$ cat src/rtl/pc_gen_if.sv
// Fetch-PC control bundle: pipeline steering inputs and predecode hints in, fetch PC and RAS status out.
// The pipeline side drives the master modport; pc_gen sits on the slave modport.
interface pc_gen_if #(
    parameter int XLEN      = 32,
    parameter int RAS_DEPTH = 4
);
    logic                         stall;
    logic                         trap_valid;
    logic [XLEN-1:0]              trap_vec;
    logic                         redirect;
    logic [XLEN-1:0]              redirect_pc;
    logic                         is_call;
    logic                         is_ret;
    logic [XLEN-1:0]              pc_out;
    logic                         misalign_err;
    logic [$clog2(RAS_DEPTH):0]   ras_count;

    modport master (
        output stall, trap_valid, trap_vec, redirect, redirect_pc, is_call, is_ret,
        input  pc_out, misalign_err, ras_count
    );

    modport slave (
        input  stall, trap_valid, trap_vec, redirect, redirect_pc, is_call, is_ret,
        output pc_out, misalign_err, ras_count
    );
endinterface

$ cat src/rtl/pc_gen.sv
// Next-fetch-PC generator with a circular return-address stack; one-cycle registered PC.
// Stall freezes PC and RAS; trap and redirect always win and never touch the RAS.
module pc_gen #(
    parameter int              XLEN      = 32,
    parameter logic [XLEN-1:0] RESET_PC  = '0,
    parameter int              RAS_DEPTH = 4
) (
    input  logic   clk,
    input  logic   nrst,
    pc_gen_if.slave bus
);
    localparam int PW = $clog2(RAS_DEPTH);
    localparam int CW = PW + 1;

    typedef logic [XLEN-1:0] addr_t;

    addr_t          pc_q, pc_d;
    logic           misalign_q, misalign_d;
    logic [CW-1:0]  cnt_q, cnt_d;
    logic [PW-1:0]  top_q, top_d;
    addr_t          ras_q [RAS_DEPTH];
    addr_t          ras_d [RAS_DEPTH];

    addr_t          pc_seq;
    addr_t          trap_pc;
    addr_t          redir_pc;
    logic [PW-1:0]  top_inc;
    logic           ras_empty;
    logic           ras_full;
    logic           advance;

    always_comb begin
        pc_seq    = pc_q + addr_t'(4);
        trap_pc   = bus.trap_vec & ~addr_t'(3);
        redir_pc  = bus.redirect_pc & ~addr_t'(3);
        top_inc   = top_q + PW'(1);
        ras_empty = (cnt_q == '0);
        ras_full  = (cnt_q == CW'(RAS_DEPTH));
        advance   = !bus.trap_valid && !bus.redirect && !bus.stall;

        pc_d       = pc_q;
        misalign_d = 1'b0;
        cnt_d      = cnt_q;
        top_d      = top_q;
        ras_d      = ras_q;

        if (bus.trap_valid) begin
            pc_d = trap_pc;
        end else if (bus.redirect) begin
            pc_d       = redir_pc;
            misalign_d = (bus.redirect_pc[1:0] != 2'b00);
        end else if (advance) begin
            if (bus.is_ret && !ras_empty) begin
                pc_d = ras_q[top_q];
                // Call+return swaps the top in place, so depth is unchanged.
                if (bus.is_call) begin
                    ras_d[top_q] = pc_seq;
                end else begin
                    top_d = top_q - PW'(1);
                    cnt_d = cnt_q - CW'(1);
                end
            end else begin
                pc_d = pc_seq;
                // When full, top_inc already points at the oldest entry.
                if (bus.is_call) begin
                    ras_d[top_inc] = pc_seq;
                    top_d          = top_inc;
                    if (!ras_full) begin
                        cnt_d = cnt_q + CW'(1);
                    end
                end
            end
        end
    end

    always_ff @(posedge clk) begin
        if (!nrst) begin
            pc_q       <= RESET_PC;
            misalign_q <= 1'b0;
            cnt_q      <= '0;
            top_q      <= '0;
        end else begin
            pc_q       <= pc_d;
            misalign_q <= misalign_d;
            cnt_q      <= cnt_d;
            top_q      <= top_d;
        end
    end

    // Stack storage is left unreset; a zero count hides stale entries.
    always_ff @(posedge clk) begin
        ras_q <= ras_d;
    end

    assign bus.pc_out       = pc_q;
    assign bus.misalign_err = misalign_q;
    assign bus.ras_count    = cnt_q;

endmodule

$ cat src/flat_wrapper.sv
// flat-port wrapper written by rule: the top's interface ports become plain ports
module pc_gen_flat 
#(
    parameter int              XLEN      = 32,
    parameter logic [XLEN-1:0] RESET_PC  = '0,
    parameter int              RAS_DEPTH = 4
)
  (clk, nrst, bus_stall, bus_trap_valid, bus_trap_vec, bus_redirect, bus_redirect_pc, bus_is_call, bus_is_ret, bus_pc_out, bus_misalign_err, bus_ras_count);
  pc_gen_if #(.XLEN(XLEN), .RAS_DEPTH(RAS_DEPTH)) bus_i ();
  input  logic clk;
  input  logic nrst;
  input wire logic [$bits(bus_i.stall)-1:0] bus_stall;
  input wire logic [$bits(bus_i.trap_valid)-1:0] bus_trap_valid;
  input wire logic [$bits(bus_i.trap_vec)-1:0] bus_trap_vec;
  input wire logic [$bits(bus_i.redirect)-1:0] bus_redirect;
  input wire logic [$bits(bus_i.redirect_pc)-1:0] bus_redirect_pc;
  input wire logic [$bits(bus_i.is_call)-1:0] bus_is_call;
  input wire logic [$bits(bus_i.is_ret)-1:0] bus_is_ret;
  output wire logic [$bits(bus_i.pc_out)-1:0] bus_pc_out;
  output wire logic [$bits(bus_i.misalign_err)-1:0] bus_misalign_err;
  output wire logic [$bits(bus_i.ras_count)-1:0] bus_ras_count;
  assign bus_i.stall = bus_stall;
  assign bus_i.trap_valid = bus_trap_valid;
  assign bus_i.trap_vec = bus_trap_vec;
  assign bus_i.redirect = bus_redirect;
  assign bus_i.redirect_pc = bus_redirect_pc;
  assign bus_i.is_call = bus_is_call;
  assign bus_i.is_ret = bus_is_ret;
  assign bus_pc_out = bus_i.pc_out;
  assign bus_misalign_err = bus_i.misalign_err;
  assign bus_ras_count = bus_i.ras_count;
  pc_gen #(.XLEN(XLEN), .RESET_PC(RESET_PC), .RAS_DEPTH(RAS_DEPTH)) u_core (.clk(clk), .nrst(nrst), .bus(bus_i));
endmodule
$ cat config.mk
export PLATFORM = sky130hd
export DESIGN_NAME = pc_gen_flat
export DESIGN_NICKNAME = d
export VERILOG_FILES = /design/src/rtl/pc_gen_if.sv /design/src/rtl/pc_gen.sv /design/src/flat_wrapper.sv
export SDC_FILE = /design/constraint.sdc
export NUM_CORES = 1
export LEC_CHECK = 0
export ABC_AREA = 1
export CORE_UTILIZATION = 53
export CTS_CLUSTER_DIAMETER = 30
export DETAILED_ROUTE_END_ITERATION = 12
export PLACE_DENSITY = 0.78
export SKIP_CTS_REPAIR_TIMING = 1
export SYNTH_ARGS = -nofsm -noshare
export SYNTH_HDL_FRONTEND = slang
export SYNTH_SLANG_ARGS = --single-unit
$ cat constraint.sdc
create_clock -name clk -period 3.5 [get_ports clk]
set_input_delay 0.525 -clock clk [delete_from_list [all_inputs] [get_ports clk]]
set_output_delay 0.525 -clock clk [all_outputs]
set_load 0.02 [all_outputs]
# [After elaboration in Yosys (flattened, before gate mapping)]
# Index checks and enable logic that the tools add are counted.
[totals] register_bits=166 input_bits=71 word_cells=67
[op_classes] addsub=5 magnitude_cmp=4 eq_ne=3 n_mux=23 bitwise_logic=5 n_reduce_logical=18
[op_table] operator="$mux W128" count=3
[op_table] operator="$bwmux W128" count=2
[op_table] operator="$mux W32" count=8
[op_table] operator="$demux W32 S2" count=2
[op_table] operator="$bmux W32 S2" count=1
[op_table] operator="$add A32 B3 Y32 const B" count=1
[op_table] operator="$mux W3" count=4
[op_table] operator="$ge A3 B3 Y1 const B" count=2
[op_table] operator="$lt A3 B1 Y1 const B" count=2
[op_table] operator="$mux W2" count=3
[op_table] operator="$not A2 Y3" count=2
[op_table] operator="$reduce_and A6 Y1" count=1
[op_table] operator="$reduce_or A3 Y1" count=2
[op_table] operator="$logic_and A1 B1 Y1" count=5
[op_table] operator="$reduce_and A5 Y1" count=1
[op_table] operator="$logic_not A1 Y1" count=4
[op_table] operator="$ne A2 B2 Y1 const B" count=2
[op_table] operator="$reduce_and A4 Y1" count=1
[op_table] operator="$reduce_bool A2 Y1" count=2
[op_table] operator="$add A3 B1 Y3 const B" count=1
[op_table] operator="$eq A3 B3 Y1 const B" count=1
[op_table] operator="$logic_not A3 Y1" count=1
[op_table] operator="$not A1 Y1" count=3
[op_table] operator="$reduce_bool A3 Y1" count=1
[op_table] operator="other kinds (3)" count=3

# [Depth between registers and ports, before layout]
[logic_depth] depth_word=9 ltp_mapped=11 mapped_depth_nobuf=11

# [Least setup slack after synthesis]
# No wires, ideal clock.
[synth_timing] kind="register -> register" startpoint="reg, netlist name u_core.top_q[0]" endpoint="reg u_core.ras_q[100] in the netlist's numbering, enable pin" setup_time_ns=0.421 arrival_time_ns=2.706 required_ns=3.079 path_slack_ns=0.374 stages_incl_launch_ff=10 n_path_buf=3 synth_period_minus_slack_ns=3.126 cell_sequence="dfxtp_1 inv_1 buf_2 buf_2 ha_1 inv_1 nand2_1 o21ai_1 buf_2 nor2_1"
[synth_rtl] element="end signal, assigned" line_no="pc_gen.sv:92" text="ras_q <= ras_d;"
[synth_rtl] element="end, declared" line_no="pc_gen.sv:21" text="addr_t ras_q [RAS_DEPTH];"

# [Worst setup path after layout]
[layout_timing] startpoint="reg u_core.top_q[1]" endpoint="reg u_core.ras_q[119] in the netlist's numbering (data pin)"
[layout_via] elab_chain_cells=9 word_cells_on_any_way=18
[layout_rtl] element="start, declared" line_no="pc_gen.sv:20" text="logic [PW-1:0] top_q, top_d;"
[layout_rtl] element="start signal, assigned" line_no="pc_gen.sv:86" text="top_q <= top_d;"
[layout_rtl] element="$add A2 B1 Y2" line_no="pc_gen.sv:36" text="top_inc = top_q + PW'(1);"
[layout_rtl] element="$not A2 Y3 (implied by the code)" line_no="pc_gen.sv:66" text="ras_d[top_inc] = pc_seq;"
[layout_rtl] element="$ge A3 B3 Y1 (implied by the code) / $lt A3 B1 Y1 (equally long branches)" line_no="pc_gen.sv:66"
[layout_rtl] element="$logic_and A1 B1 Y1 (implied by the code)" line_no="pc_gen.sv:66"
[layout_rtl] element="$mux W32 (implied by the code)" line_no="pc_gen.sv:66"
[layout_rtl] element="$demux W32 S2" line_no="pc_gen.sv:66"
[layout_rtl] element="$bwmux W128" line_no="pc_gen.sv:66"
[layout_rtl] element="$mux W128" line_no="pc_gen.sv:65" text="if (bus.is_call) begin"
[layout_rtl] element="$mux W128 *" line_no="pc_gen.sv:53" text="if (bus.is_ret && !ras_empty) begin"
# Every way passes the cells marked *; elsewhere a longest branch is shown, timed or not. The select of a mux whose other input is x is not followed.
# A chain may end at the register's enable or synchronous reset.

==> results.json <==
{
  "relSlewSlack": 0.522,
  "synth_nets": 1160,
  "hp-class": "register to register",
  "cts_buffer_depth": 2,
  "cts_max_level": 4,
  "core_sq_um": 16000,
  "cpMostUsedCell": "buf_4",
  "fin_crit_sh": 0.743,
  "grt_max_degree": 66,
  "max_stage_delay_ns": 0.73,
  "synth-seq-area-share": 0.525,
  "cts_buffers": 17,
  "reg2reg_to": "u_core.ras_q[119]",
  "hold_depth": 1,
  "crit_family": "buffers and inverters",
  "worstMarginPinSlew_ns": 0.717,
  "irDropWorstVdd_mv": 0.284,
  "worstSetupPathType": "register to register",
  "min_from": "u_core.bus.ras_count[2]",
  "detail_route.wl_per_cell_um": 17.7,
  "layout_min_cycle_time_ns": 2.60,
  "tns_ns": 0,
  "cts_tree": "yes",
  "drv_slew": 0,
  "ff2ff_setup_slack_ns": 0.90,
  "cpMaxStageDelayCell": "dfxtp_1",
  "dieWidth_um": 131,
  "intPower_uw": 3310,
  "antenna_found_initial": 1,
  "path_cells": "clkinv_1, buf_4, ha_1, inv_1, nand2_1, o21ai_2, buf_4, nor2_1",
  "area_growth_pct": 20.9,
  "switching_share": 0.274,
  "rsz0062_at_grt": "no",
  "fill_cells": 1318,
  "num_io_pins": 107,
  "dieArea_sq_um": 17100,
  "worstPathMaxFanout": 35,
  "crit_arrival_ns": 2.77,
  "syn_inst": 1080,
  "m1WireLength_um": 10400,
  "row_count": 46,
  "setup_viol": 0,
  "dp_slack_ns": 0.688,
  "clkPwrFrac": 0.395,
  "syn_avg_cell_area_sq_um": 8.13,
  "vias": 7792,
  "maxUsedRoutingLayer": "met5",
  "combPwrFrac": 0.122,
  "final_nets": 1253,
  "maxCapViolations": 0,
  "pwr-share-seq": 0.483,
  "clk_latency_ns": 0.43,
  "r2r_start": "u_core.top_q[1]",
  "end_kind": "register",
  "power_switching_uw": 1250,
  "max_freq_mhz": 385,
  "die_height_um": 131,
  "netlist_area_sq_um": 8780,
  "numPortBuffers": 104,
  "utilization": 0.663,
  "instances_no_fill": 1402,
  "dp_hpwl_um": 17000,
  "p_leak_uw": 0.00399,
  "vias_per_cell": 5.56,
  "clk_pin_slew_ns": 0.07,
  "overflow": 0,
  "setup.worst_path.start": "u_core.top_q[1]",
  "p_per_area_nw_per_um2": 430,
  "worst_slack_ns": 0.899,
  "initial_utilization": 0.549,
  "drc": 0,
  "yosys_register_bits": 166,
  "startpoint_type": "register",
  "met2_length_um": 11200,
  "n_antenna_cell": 0,
  "power_uw": 4570,
  "gp_congestion": 0.946,
  "drt_wl_total_um": 24800,
  "dr.first_iter.drc_count": 987,
  "critPathBufInv": 4,
  "grt_pass1_vias": 7063,
  "crit_required_ns": 3.67,
  "rr_worst_depth": 8,
  "post-place-cells": 1370,
  "antenna_left": 0,
  "first_pass_iters": 6,
  "root_buffer": "clkbuf_16",
  "final_layout_size_suffix_gt1_frac": 0.0961,
  "wl_met3_um": 2530,
  "synthDistinctLibCells": 38,
  "hold_viol_final": 0,
  "finClkSkew_ns": 0.00768,
  "whs_endpoint": "u_core.bus.ras_count[2]",
  "grt_usage": 0.302,
  "status": "completed",
  "cts_num_sinks": 166,
  "grt_pass1_wl_um": 38100,
  "yosys_warnings": 0,
  "worst-path-stages": 8
}
## Yosys cell counts
library cell	instances	area [sq um]
a221oi_1	1	8.76
nor2_1	214	803
buf_6	2	22.5
a22oi_1	2	15.0
xnor2_1	4	35.0
xor2_1	5	43.8
buf_2	28	140
nor2_4	6	67.6
fa_1	1	20.0
edfxtp_1	128	3840
a21oi_2	5	43.8
o21ai_1	5	25.0
nand3b_1	2	15.0
nor2_2	6	37.5
nand2_2	3	18.8
dfxtp_1	38	761
o21ai_0	17	85.1
o22ai_1	3	18.8
nor3_1	1	5.00
and2_1	2	12.5
nand3_1	103	515
a211oi_1	3	22.5
inv_2	2	7.51
clkbuf_1	19	71.3
mux2i_2	2	27.5
nand4_1	1	6.26
a31oi_1	18	113
inv_1	46	173
o31ai_1	1	7.51
nand2_4	3	33.8
or2_2	21	131
a21oi_1	40	200
nor2_8	2	40.0
buf_4	5	37.5
clkinv_1	2	7.51
o21bai_1	5	37.5
ha_1	8	100
nand2_1	326	1220
## metrics by stage
| stage | instance area [sq um] | hold slack (ns) |
|---|---|---|
| after floorplan | 8780 | 0.543 |
| after global placement | 10000 | 0.483 |
| after detailed placement | 10000 | 0.488 |
| after CTS | 10600 | 0.504 |
| after global routing | 10600 | 0.549 |
| final | 10600 | 0.502 |
## kinds of logic (layout without fill, tap and decap cells)
| kind of cell | Yosys count | after routing | synth area share |
|---|---|---|---|
| compound gates | 100 | 100 | 0.0657 |
| xor+xnor | 9 | 9 | 0.00898 |
| flops | 166 | 166 | 0.525 |
| buf+inv | 104 | 210 | 0.0523 |
| simple gates | 690 | 690 | 0.332 |
| fa+ha+maj | 9 | 9 | 0.0137 |
| mux | 2 | 2 | 0.00314 |
## worst max-delay path by stage
stage,slack [ns],endpoint
after floorplan,0.37,u_core.ras_q[100]
after global placement,0.69,u_core.ras_q[29]
after detailed placement,0.69,u_core.ras_q[29]
after CTS,0.89,u_core.ras_q[119]
after global routing,0.68,u_core.ras_q[106]
final,0.90,u_core.ras_q[119]
## area by class of cell
type / count / area, sq um / area share
flip-flops and latches: 166 / 4610 / 0.434
multi-input cells: 810 / 3740 / 0.353
repair buffers: 128 / 1230 / 0.116
clock buffers: 17 / 425 / 0.0401
well taps: 216 / 270 / 0.0255
inverters: 50 / 188 / 0.0177
clock inverters: 15 / 145 / 0.0137
## cells in the final DEF, fill, tap and decap left out, drive strengths merged, types with 10 or more instances in the layout
master,netlist,routed
a21oi,45,45
a31oi,18,18
buf,35,24
clkbuf,19,17
clkdlybuf4s50,0,104
clkinv,2,10
dfxtp,38,38
edfxtp,128,128
inv,48,53
nand2,332,332
nand3,103,103
nor2,228,228
o21ai,22,22
or2,21,21
## routing by layer
metal | global-route usage | vias up
li1 | - | 3725
met1 | 0.430 | 3599
met2 | 0.461 | 414
met3 | 0.0594 | 52
met4 | 0.108 | 2
met5 | 0 | -
## registers in the layout, summed over array words and instances (netlist names)
register                 cells
u_core.bus.misalign_err      1
u_core.bus.pc_out           32
u_core.bus.ras_count         3
u_core.ras_q               128
u_core.top_q                 2
## power groups by stage
stage          Combinational [uW]  Sequential, uW  Clock (uW)
6_report                      558            2210        1800
5_1_grt                       608            2210        1880
4_1_cts                       551            2200        1810
3_5_place_dp                  547            2250           0
3_3_place_gp                  540            2250           0
2_1_floorplan                 284            2260           0
Power figures use the tool's default switching activity.
